`config.mk`:
```
export PLATFORM = sky130hd
export DESIGN_NAME = uart_rx_fifo_flat
export DESIGN_NICKNAME = d
export VERILOG_FILES = /design/src/rtl/uart_rx_fifo_if.sv /design/src/rtl/uart_rx_fifo.sv /design/src/flat_wrapper.sv
export SDC_FILE = /design/constraint.sdc
export NUM_CORES = 1
export LEC_CHECK = 0
export BUFFER_PORTS_ARGS = -buffer_cell sky130_fd_sc_hd__buf_2
export CAP_MARGIN = 30
export CORE_UTILIZATION = 60
export CTS_CLUSTER_SIZE = 40
export DETAILED_ROUTE_END_ITERATION = 10
export PLACE_DENSITY = 0.78
export SETUP_SLACK_MARGIN = 0.1
export SLEW_MARGIN = 30
export SYNTH_ARGS = -nofsm -noshare
export SYNTH_HDL_FRONTEND = slang
export SYNTH_SLANG_ARGS = --single-unit
```
`constraint.sdc`:
```
create_clock -name clk -period 6.5 [get_ports clk]
set_clock_uncertainty 0.2 [all_clocks]
set_input_delay 1.3 -clock clk [delete_from_list [all_inputs] [get_ports clk]]
set_output_delay 1.3 -clock clk [all_outputs]
set_load 0.02 [all_outputs]
```
`src/rtl/uart_rx_fifo_if.sv`:
```
// Purpose : bus bundle between the UART receiver, the RX byte FIFO and the CPU read side.
// Ports   : receiver side in_data/in_valid/in_ready; CPU side rd_en/rd_data/rd_valid,
//           clr_flags; status count/empty/full/overrun/timeout/irq.
// The slave modport is the FIFO's view; the master modport is the view of whoever drives it.
interface uart_rx_fifo_if #(
  parameter int DEPTH_LOG2 = 4
);
  logic [7:0]          in_data;
  logic                in_valid;
  logic                in_ready;
  logic                rd_en;
  logic [7:0]          rd_data;
  logic                rd_valid;
  logic [DEPTH_LOG2:0] count;
  logic                empty;
  logic                full;
  logic                overrun;
  logic                timeout;
  logic                clr_flags;
  logic                irq;

  modport slave (
    input  in_data, in_valid, rd_en, clr_flags,
    output in_ready, rd_data, rd_valid, count, empty, full, overrun, timeout, irq
  );

  modport master (
    output in_data, in_valid, rd_en, clr_flags,
    input  in_ready, rd_data, rd_valid, count, empty, full, overrun, timeout, irq
  );
endinterface

```
`src/rtl/uart_rx_fifo.sv`:
```
// Purpose : circular byte FIFO behind the UART receiver, with threshold/overrun/idle-timeout irq.
// Latency : 1 clock from rd_en to rd_data/rd_valid; status outputs come straight from registers.
// Backpressure: none toward the receiver (in_ready tied high); bytes arriving while full are
//           dropped and flagged as overrun.
// Ports   : clk, rst (synchronous, active-high), bus (uart_rx_fifo_if.slave).
module uart_rx_fifo #(
  parameter int DEPTH_LOG2     = 4,
  parameter int THRESHOLD      = 8,
  parameter int TIMEOUT_CYCLES = 4340
) (
  input  logic            clk,
  input  logic            rst,
  uart_rx_fifo_if.slave   bus
);

  localparam int DEPTH = 1 << DEPTH_LOG2;
  localparam int CW    = DEPTH_LOG2 + 1;
  // Idle counter must be able to hold TIMEOUT_CYCLES itself (its parking value).
  localparam int IW    = (TIMEOUT_CYCLES > 1) ? $clog2(TIMEOUT_CYCLES + 1) : 1;

  localparam logic [CW-1:0] DEPTH_CNT = CW'(DEPTH);
  localparam logic [CW-1:0] THR_CNT   = CW'(THRESHOLD);
  localparam logic [IW-1:0] IDLE_FIRE = IW'(TIMEOUT_CYCLES - 1);
  localparam logic [IW-1:0] IDLE_SAT  = IW'(TIMEOUT_CYCLES);

  logic [7:0]            mem [DEPTH];
  logic [DEPTH_LOG2-1:0] wr_ptr;
  logic [DEPTH_LOG2-1:0] rd_ptr;
  logic [CW-1:0]         count_q;
  logic [7:0]            rd_data_q;
  logic                  rd_valid_q;
  logic                  overrun_q;
  logic                  timeout_q;
  logic [IW-1:0]         idle_q;

  logic empty_w;
  logic full_w;
  logic pop;
  logic push;
  logic drop;
  logic timeout_set;

  assign empty_w = (count_q == '0);
  assign full_w  = (count_q == DEPTH_CNT);

  // No fall-through: an empty FIFO never pops, even with a push in the same cycle.
  assign pop  = bus.rd_en && !empty_w;
  // At full, a same-cycle pop frees the slot the incoming byte lands in.
  assign push = bus.in_valid && (!full_w || pop);
  assign drop = bus.in_valid && full_w && !pop;

  // Fires exactly once per idle stretch: the counter moves past IDLE_FIRE and parks
  // at IDLE_SAT, so a clr_flags while still idle is not immediately undone.
  assign timeout_set = !empty_w && (idle_q == IDLE_FIRE);

  // Storage needs no reset; pointers and count define what is valid.
  always_ff @(posedge clk) begin
    if (!rst && push) begin
      mem[wr_ptr] <= bus.in_data;
    end
  end

  always_ff @(posedge clk) begin
    if (rst) begin
      wr_ptr     <= '0;
      rd_ptr     <= '0;
      count_q    <= '0;
      rd_data_q  <= 8'h00;
      rd_valid_q <= 1'b0;
      overrun_q  <= 1'b0;
      timeout_q  <= 1'b0;
      idle_q     <= '0;
    end else begin
      rd_valid_q <= pop;
      if (pop) begin
        rd_data_q <= mem[rd_ptr];
        rd_ptr    <= rd_ptr + 1'b1;
      end
      if (push) begin
        wr_ptr <= wr_ptr + 1'b1;
      end

      case ({push, pop})
        2'b10:   count_q <= count_q + 1'b1;
        2'b01:   count_q <= count_q - 1'b1;
        default: count_q <= count_q;
      endcase

      if (push || empty_w) begin
        idle_q <= '0;
      end else if (idle_q != IDLE_SAT) begin
        idle_q <= idle_q + 1'b1;
      end

      // Set takes priority over clear.
      if (drop) begin
        overrun_q <= 1'b1;
      end else if (bus.clr_flags) begin
        overrun_q <= 1'b0;
      end

      if (timeout_set) begin
        timeout_q <= 1'b1;
      end else if (bus.clr_flags) begin
        timeout_q <= 1'b0;
      end
    end
  end

  assign bus.in_ready = 1'b1;
  assign bus.rd_data  = rd_data_q;
  assign bus.rd_valid = rd_valid_q;
  assign bus.count    = count_q;
  assign bus.empty    = empty_w;
  assign bus.full     = full_w;
  assign bus.overrun  = overrun_q;
  assign bus.timeout  = timeout_q;
  assign bus.irq      = (count_q >= THR_CNT) | overrun_q | timeout_q;

endmodule

```
`src/flat_wrapper.sv`:
```
// flat-port wrapper written by rule: the top's interface ports become plain ports
module uart_rx_fifo_flat 
#(
  parameter int DEPTH_LOG2     = 4,
  parameter int THRESHOLD      = 8,
  parameter int TIMEOUT_CYCLES = 4340
)
  (clk, rst, bus_in_data, bus_in_valid, bus_rd_en, bus_clr_flags, bus_in_ready, bus_rd_data, bus_rd_valid, bus_count, bus_empty, bus_full, bus_overrun, bus_timeout, bus_irq);
  uart_rx_fifo_if #(.DEPTH_LOG2(DEPTH_LOG2)) bus_i ();
  input  logic clk;
  input  logic rst;
  input wire logic [$bits(bus_i.in_data)-1:0] bus_in_data;
  input wire logic [$bits(bus_i.in_valid)-1:0] bus_in_valid;
  input wire logic [$bits(bus_i.rd_en)-1:0] bus_rd_en;
  input wire logic [$bits(bus_i.clr_flags)-1:0] bus_clr_flags;
  output wire logic [$bits(bus_i.in_ready)-1:0] bus_in_ready;
  output wire logic [$bits(bus_i.rd_data)-1:0] bus_rd_data;
  output wire logic [$bits(bus_i.rd_valid)-1:0] bus_rd_valid;
  output wire logic [$bits(bus_i.count)-1:0] bus_count;
  output wire logic [$bits(bus_i.empty)-1:0] bus_empty;
  output wire logic [$bits(bus_i.full)-1:0] bus_full;
  output wire logic [$bits(bus_i.overrun)-1:0] bus_overrun;
  output wire logic [$bits(bus_i.timeout)-1:0] bus_timeout;
  output wire logic [$bits(bus_i.irq)-1:0] bus_irq;
  assign bus_i.in_data = bus_in_data;
  assign bus_i.in_valid = bus_in_valid;
  assign bus_i.rd_en = bus_rd_en;
  assign bus_i.clr_flags = bus_clr_flags;
  assign bus_in_ready = bus_i.in_ready;
  assign bus_rd_data = bus_i.rd_data;
  assign bus_rd_valid = bus_i.rd_valid;
  assign bus_count = bus_i.count;
  assign bus_empty = bus_i.empty;
  assign bus_full = bus_i.full;
  assign bus_overrun = bus_i.overrun;
  assign bus_timeout = bus_i.timeout;
  assign bus_irq = bus_i.irq;
  uart_rx_fifo #(.DEPTH_LOG2(DEPTH_LOG2), .THRESHOLD(THRESHOLD), .TIMEOUT_CYCLES(TIMEOUT_CYCLES)) u_core (.clk(clk), .rst(rst), .bus(bus_i));
endmodule
```
# Word-level counts from Yosys, hierarchy flattened
# Memory sizes are Yosys's and may differ from the RTL's. A register that Yosys moved wholly into a read port is not among the register bits.
# Cells that the tools add are included.
# Widths: inputs -> output; s select.
# word_totals
register_bits	29
ram_bits	128
input_bits	13
output_inout_bits	20
elab_cells	44
memories	1
# classes
addsub	5
n_lt_le_gt_ge	1
n_eq_ne	5
n_mux	6
n_bitwise	2
n_reduce_logical	17
# mem_list
memory	words	width	read_ports	rd_clocked_by_memory_dff	wr	line	source
u_core.mem	16	8	1	1	1	uart_rx_fifo.sv:26	logic [7:0] mem [DEPTH];
# op_table
op	n
$add 13x1->13 const B	1
$eq 13x13->1 const B	1
$ne 13x13->1 const B	1
$pmux 5 s2	1
$add 4x1->4 const B	2
$logic_and 1x1->1	6
$reduce_bool 2->1	3
$add 5x1->5 const B	1
$eq 5x5->1 const B	1
$ge 5x4->1 const B	1
$logic_not 5->1	1
$mux 1	5
$sub 5x1->5 const B	1
$logic_not 1->1	4
$eq 2x1->1 const B	1
$eq 2x2->1 const B	1
$logic_or 1x1->1	2
$or 1x1->1	2
$reduce_or 2->1	1

# Depth between registers and ports, before layout
# depth
word_depth	8
mapped_depth	12
ltp_nobuf	9

# Worst setup path after synthesis
# No wires, ideal clock.
# synth_timing
path_type	input -> register
start	input bus_rd_en
end	register u_core.count_q[4], in the netlist u_core.bus.count[4]
setup_time_ns	0.121
arrival_time_ns	3.391
t_required_ns	6.179
setup_slack_ns	2.788
cell_stages	9
n_path_buf	0
cell_sequence	nand2b_1 o21ai_4 ha_1 xor2_1 ha_1 a211o_1 a211o_1 a21oi_1 mux2_2
# synth_between
elab_chain_cells	5
word_cells_on_any_way	7
classes_between	eq/ne: 2; mux: 1; reduce/logical: 4
# synth_rtl
element	line	source
start: declaration	flat_wrapper.sv:14	input wire logic [$bits(bus_i.rd_en)-1:0] bus_rd_en;
$logic_and 1x1->1 (*)	uart_rx_fifo.sv:47	assign pop = bus.rd_en && !empty_w;
$logic_or 1x1->1	uart_rx_fifo.sv:49	assign push = bus.in_valid && (!full_w || pop);
$logic_and 1x1->1	uart_rx_fifo.sv:49	
$eq 2x1->1 / $eq 2x2->1 (equally long branches)	uart_rx_fifo.sv:83	case ({push, pop})
$pmux 5 s2 / $reduce_bool 2->1 (equally long branches)	-	
end signal: assignment	uart_rx_fifo.sv:84	2'b10: count_q <= count_q + 1'b1;
end signal: assignment	uart_rx_fifo.sv:85	2'b01: count_q <= count_q - 1'b1;
end signal: assignment	uart_rx_fifo.sv:86	default: count_q <= count_q;
end: declaration	uart_rx_fifo.sv:29	logic [CW-1:0] count_q;
# Mark *: on every way between the ends. The rest lies on a longest branch, timed or not.
# A chain may end at the register's enable or synchronous reset.

# Final worst setup path
# Same ends and word-level chain as after synthesis.

==> out/qor.csv <==
metric,value,unit
status,"complete, no violations",
critical path's slowest cell,ha_1,
Synth top area share,55.84,%
crit path DAT,3.83,ns
Bufs on Longest Clock Path,2,
crit end category,flop,
P per Cell Area,360.0,mW/mm^2
Post-CTS Hold Buffers,0,
First-pass DRT Iterations,5,
Max H-tree Level,4,
worst skew pair latency,0.42,ns
"Design Area, Final",0.007696,sq mm
cts repair resizes,0,
period utilisation layout,57.12,%
die height,109.1,um
max-cap violation count,0,
Initial DRC Count,279,
"top cells by area, synth","edfxtp_1 (56%), dfxtp_1 (11%), mux2i_1 (9.9%), o22ai_1 (3.0%), nor2_1 (2.7%)",
Async SR Flop Fraction,0,%
sum of negative setup slack,0,ns
CP bufs+invs,1,
TritonCTS buffer count,17,
WS Path Type,input pin to flop,
worst min-delay path class,flop to flop,
core area,0.01103,sq mm
grt total ovfl,0,
initial antenna violation count,0,
fmax,0.2694,GHz
Routed Wire Length,13210,um
antenna diode count,0,
Worst VDD drop,0.2755,mV
"CP delay by family, top",compound AO/OA/AOI/OAI gates,
Post-route DRC,0,
first-pass GRT wire length,20250,um
CTS tree,yes,
worst path cell trace,buf_2 -> nand2b_1 -> o21ai_4 -> ha_1 -> xor2_1 -> ha_1 -> a211o_1 -> a211o_1 -> a21oi_1 -> mux2_2,
"Hold Vio Cnt, Final",0,
CTS root buffer,clkbuf_16,
Vias/cell,5.973,
GRT Overall Usage,24.20,%
Placer Congestion,0.8176,
Starting Density,62.40,%
"count leader, synth",edfxtp_1,
Reg area,0.004588,sq mm
area delta synth->final,11.82,%
Tmin final,3.713,ns
post-route ant nets,0,
mapped cell area,0.006883,sq mm
Post-CTS Setup Inserts,0,
vias post-DR,3966,
synthesized flop and latch total,165,
Crit path largest cell delay,0.40,ns
CTS sink cnt,165,
die footprint,0.01190,sq mm
Lkg Pwr,2.471,nW
RSZ-0062 raised after global routing,false,
largest net degree at the start of global routing,63,
syn nets,508,
Final Util,69.77,%
"area leader, netlist",edfxtp_1,
Post-synth EDFFs,128,
FF-to-FF Start,u_core.bus.count[1],
share of cells above drive strength 1,16.60,%
Critical Path Source,bus_rd_en,
"Avg Cell Area, Syn",14.22,sq um
hold_sp,u_core.bus.timeout,
drt wl/cell,19.89,um
sequential element share of the synthesized area,66.61,%
final setup fails,0,
"Req. time, crit path",6.61,ns
ys flop type,edfxtp_1,
Final HPWL DP,8443,um
port bufs,31,
# rows,38,
Max Slew Vio Count,0,
Max-slew headroom,43.08,%
"top cells by count, synth","edfxtp_1 (128), mux2i_1 (68), nor2_1 (49)",
crit-path max FO,10,
"CTS clk-pin slew, worst paths",0.06,ns
# fillers,739,
placed cell areas,0.007099,sq mm
Slew @ Worst Pin,0.8506,ns
Multi-input gate area,0.002113,sq mm
Die X,109.1,um
"Distinct cells, synth",48,
I/O pins,33,
NumNets Final,535,
Synthesis Warnings,0,
vias in the first global route,3892,
Synth Instances,484,
CP startpoint kind,input pin,
[layer usage]
metal | global-route usage [%] | up-vias | share of wire, %
met5 | 0 | - | 0
met4 | 10.23 | 0 | 2.0
met3 | 6.635 | 17 | 6.7
met2 | 39.17 | 137 | 49
met1 | 30.74 | 1923 | 42
li1 | - | 1889 | -
[where the power goes]
part	leakage [nW]	total (W)	switching [W]	internal [W]
combinational	0.731	0.000546	0.000347	0.000199
sequential	1.45	0.00125	0.0000608	0.00119
clock	0.285	0.000970	0.000391	0.000579
total	2.47	0.00277	0.000799	0.00197
[sequential cells by signal (all words and copies together) (netlist names)]
name	cells
u_core.bus.rd_valid	1
u_core.wr_ptr	4
u_core.bus.overrun	1
u_core.idle_q	13
u_core.bus.rd_data	8
u_core.bus.timeout	1
u_core.rd_ptr	4
u_core.bus.count	5
u_core.mem	128
[cells by family (layout without fill, tap and decap cells)]
logic type	count (synthesis)	in the layout	synth area share, %
AOI/OAI and AO/OA	66	66	7.272
adders and majority gates	11	11	2.000
other	1	1	0.05448
muxes	69	69	10.05
and+or+nand+nor	118	118	9.034
buffers and inverters	36	76	2.690
DFF	165	165	66.61
xor gates and xnor gates	18	18	2.290
[final timing paths]
path	cells after the start	slack, ns	end
worst max-delay path	10	2.79	u_core.bus.count[4]
worst min-delay path	2	0.29	u_core.bus.timeout
worst max register to register	9	2.98	u_core.bus.count[4]
worst min register to register	2	0.29	u_core.bus.timeout
[layout make-up]
class | instances | area share [%]
inverters | 8 | 0.3902
well taps | 140 | 2.276
clock buffers | 24 | 6.958
clock inverters | 8 | 0.7478
multi-input cells | 283 | 27.46
repair buffers | 36 | 2.552
flip-flops and latches | 165 | 59.62
[placed cells by master, fill, tap and decap left out, types with 2 or more instances in the layout]
cell and n:
clkbuf_1 2, clkbuf_8 2, nand3b_1 4, or3_1 4, dfxtp_1 36, o22ai_1 33
nor2_1 49, inv_1 8, buf_4 4, ha_1 11, and3_1 2, buf_2 31
a21oi_1 8, nand3_1 6, inv_4 2, xnor2_1 12, or3b_2 5, nand4b_1 2
a211oi_2 8, nor2b_1 2, mux2i_1 68, nand2b_1 9, clkinvlp_4 3, or4_1 2
nand2_1 9, xor2_1 6, o211ai_1 3, nor4_1 14, a211o_1 2, edfxtp_1 128
nor3_1 6, clkbuf_16 20
[worst register-to-register path, stage by stage, from the launching register on]
cell and delay [ns]:
dfxtp_1 0.40, or4_4 0.64, o21a_4 0.34, ha_1 0.34
xor2_1 0.19, ha_1 0.23, a211o_1 0.29, a211o_1 0.30
a21oi_1 0.14, mux2_2 0.34
[metrics by stage]
stage | hold WS [ns] | cells | worst slack, ns | power (W)
after global placement | 0.2805 | 632 | 2.529 | 0.001792
after detailed placement | 0.2810 | 632 | 2.389 | 0.001816
after CTS | 0.2981 | 664 | 2.816 | 0.002783
final | 0.2919 | 664 | 2.787 | 0.002770
after global routing | 0.3186 | 664 | 2.680 | 0.002882
after floorplan | 0.2770 | 484 | 2.788 | 0.001703
(Power assumes the default switching activity.)
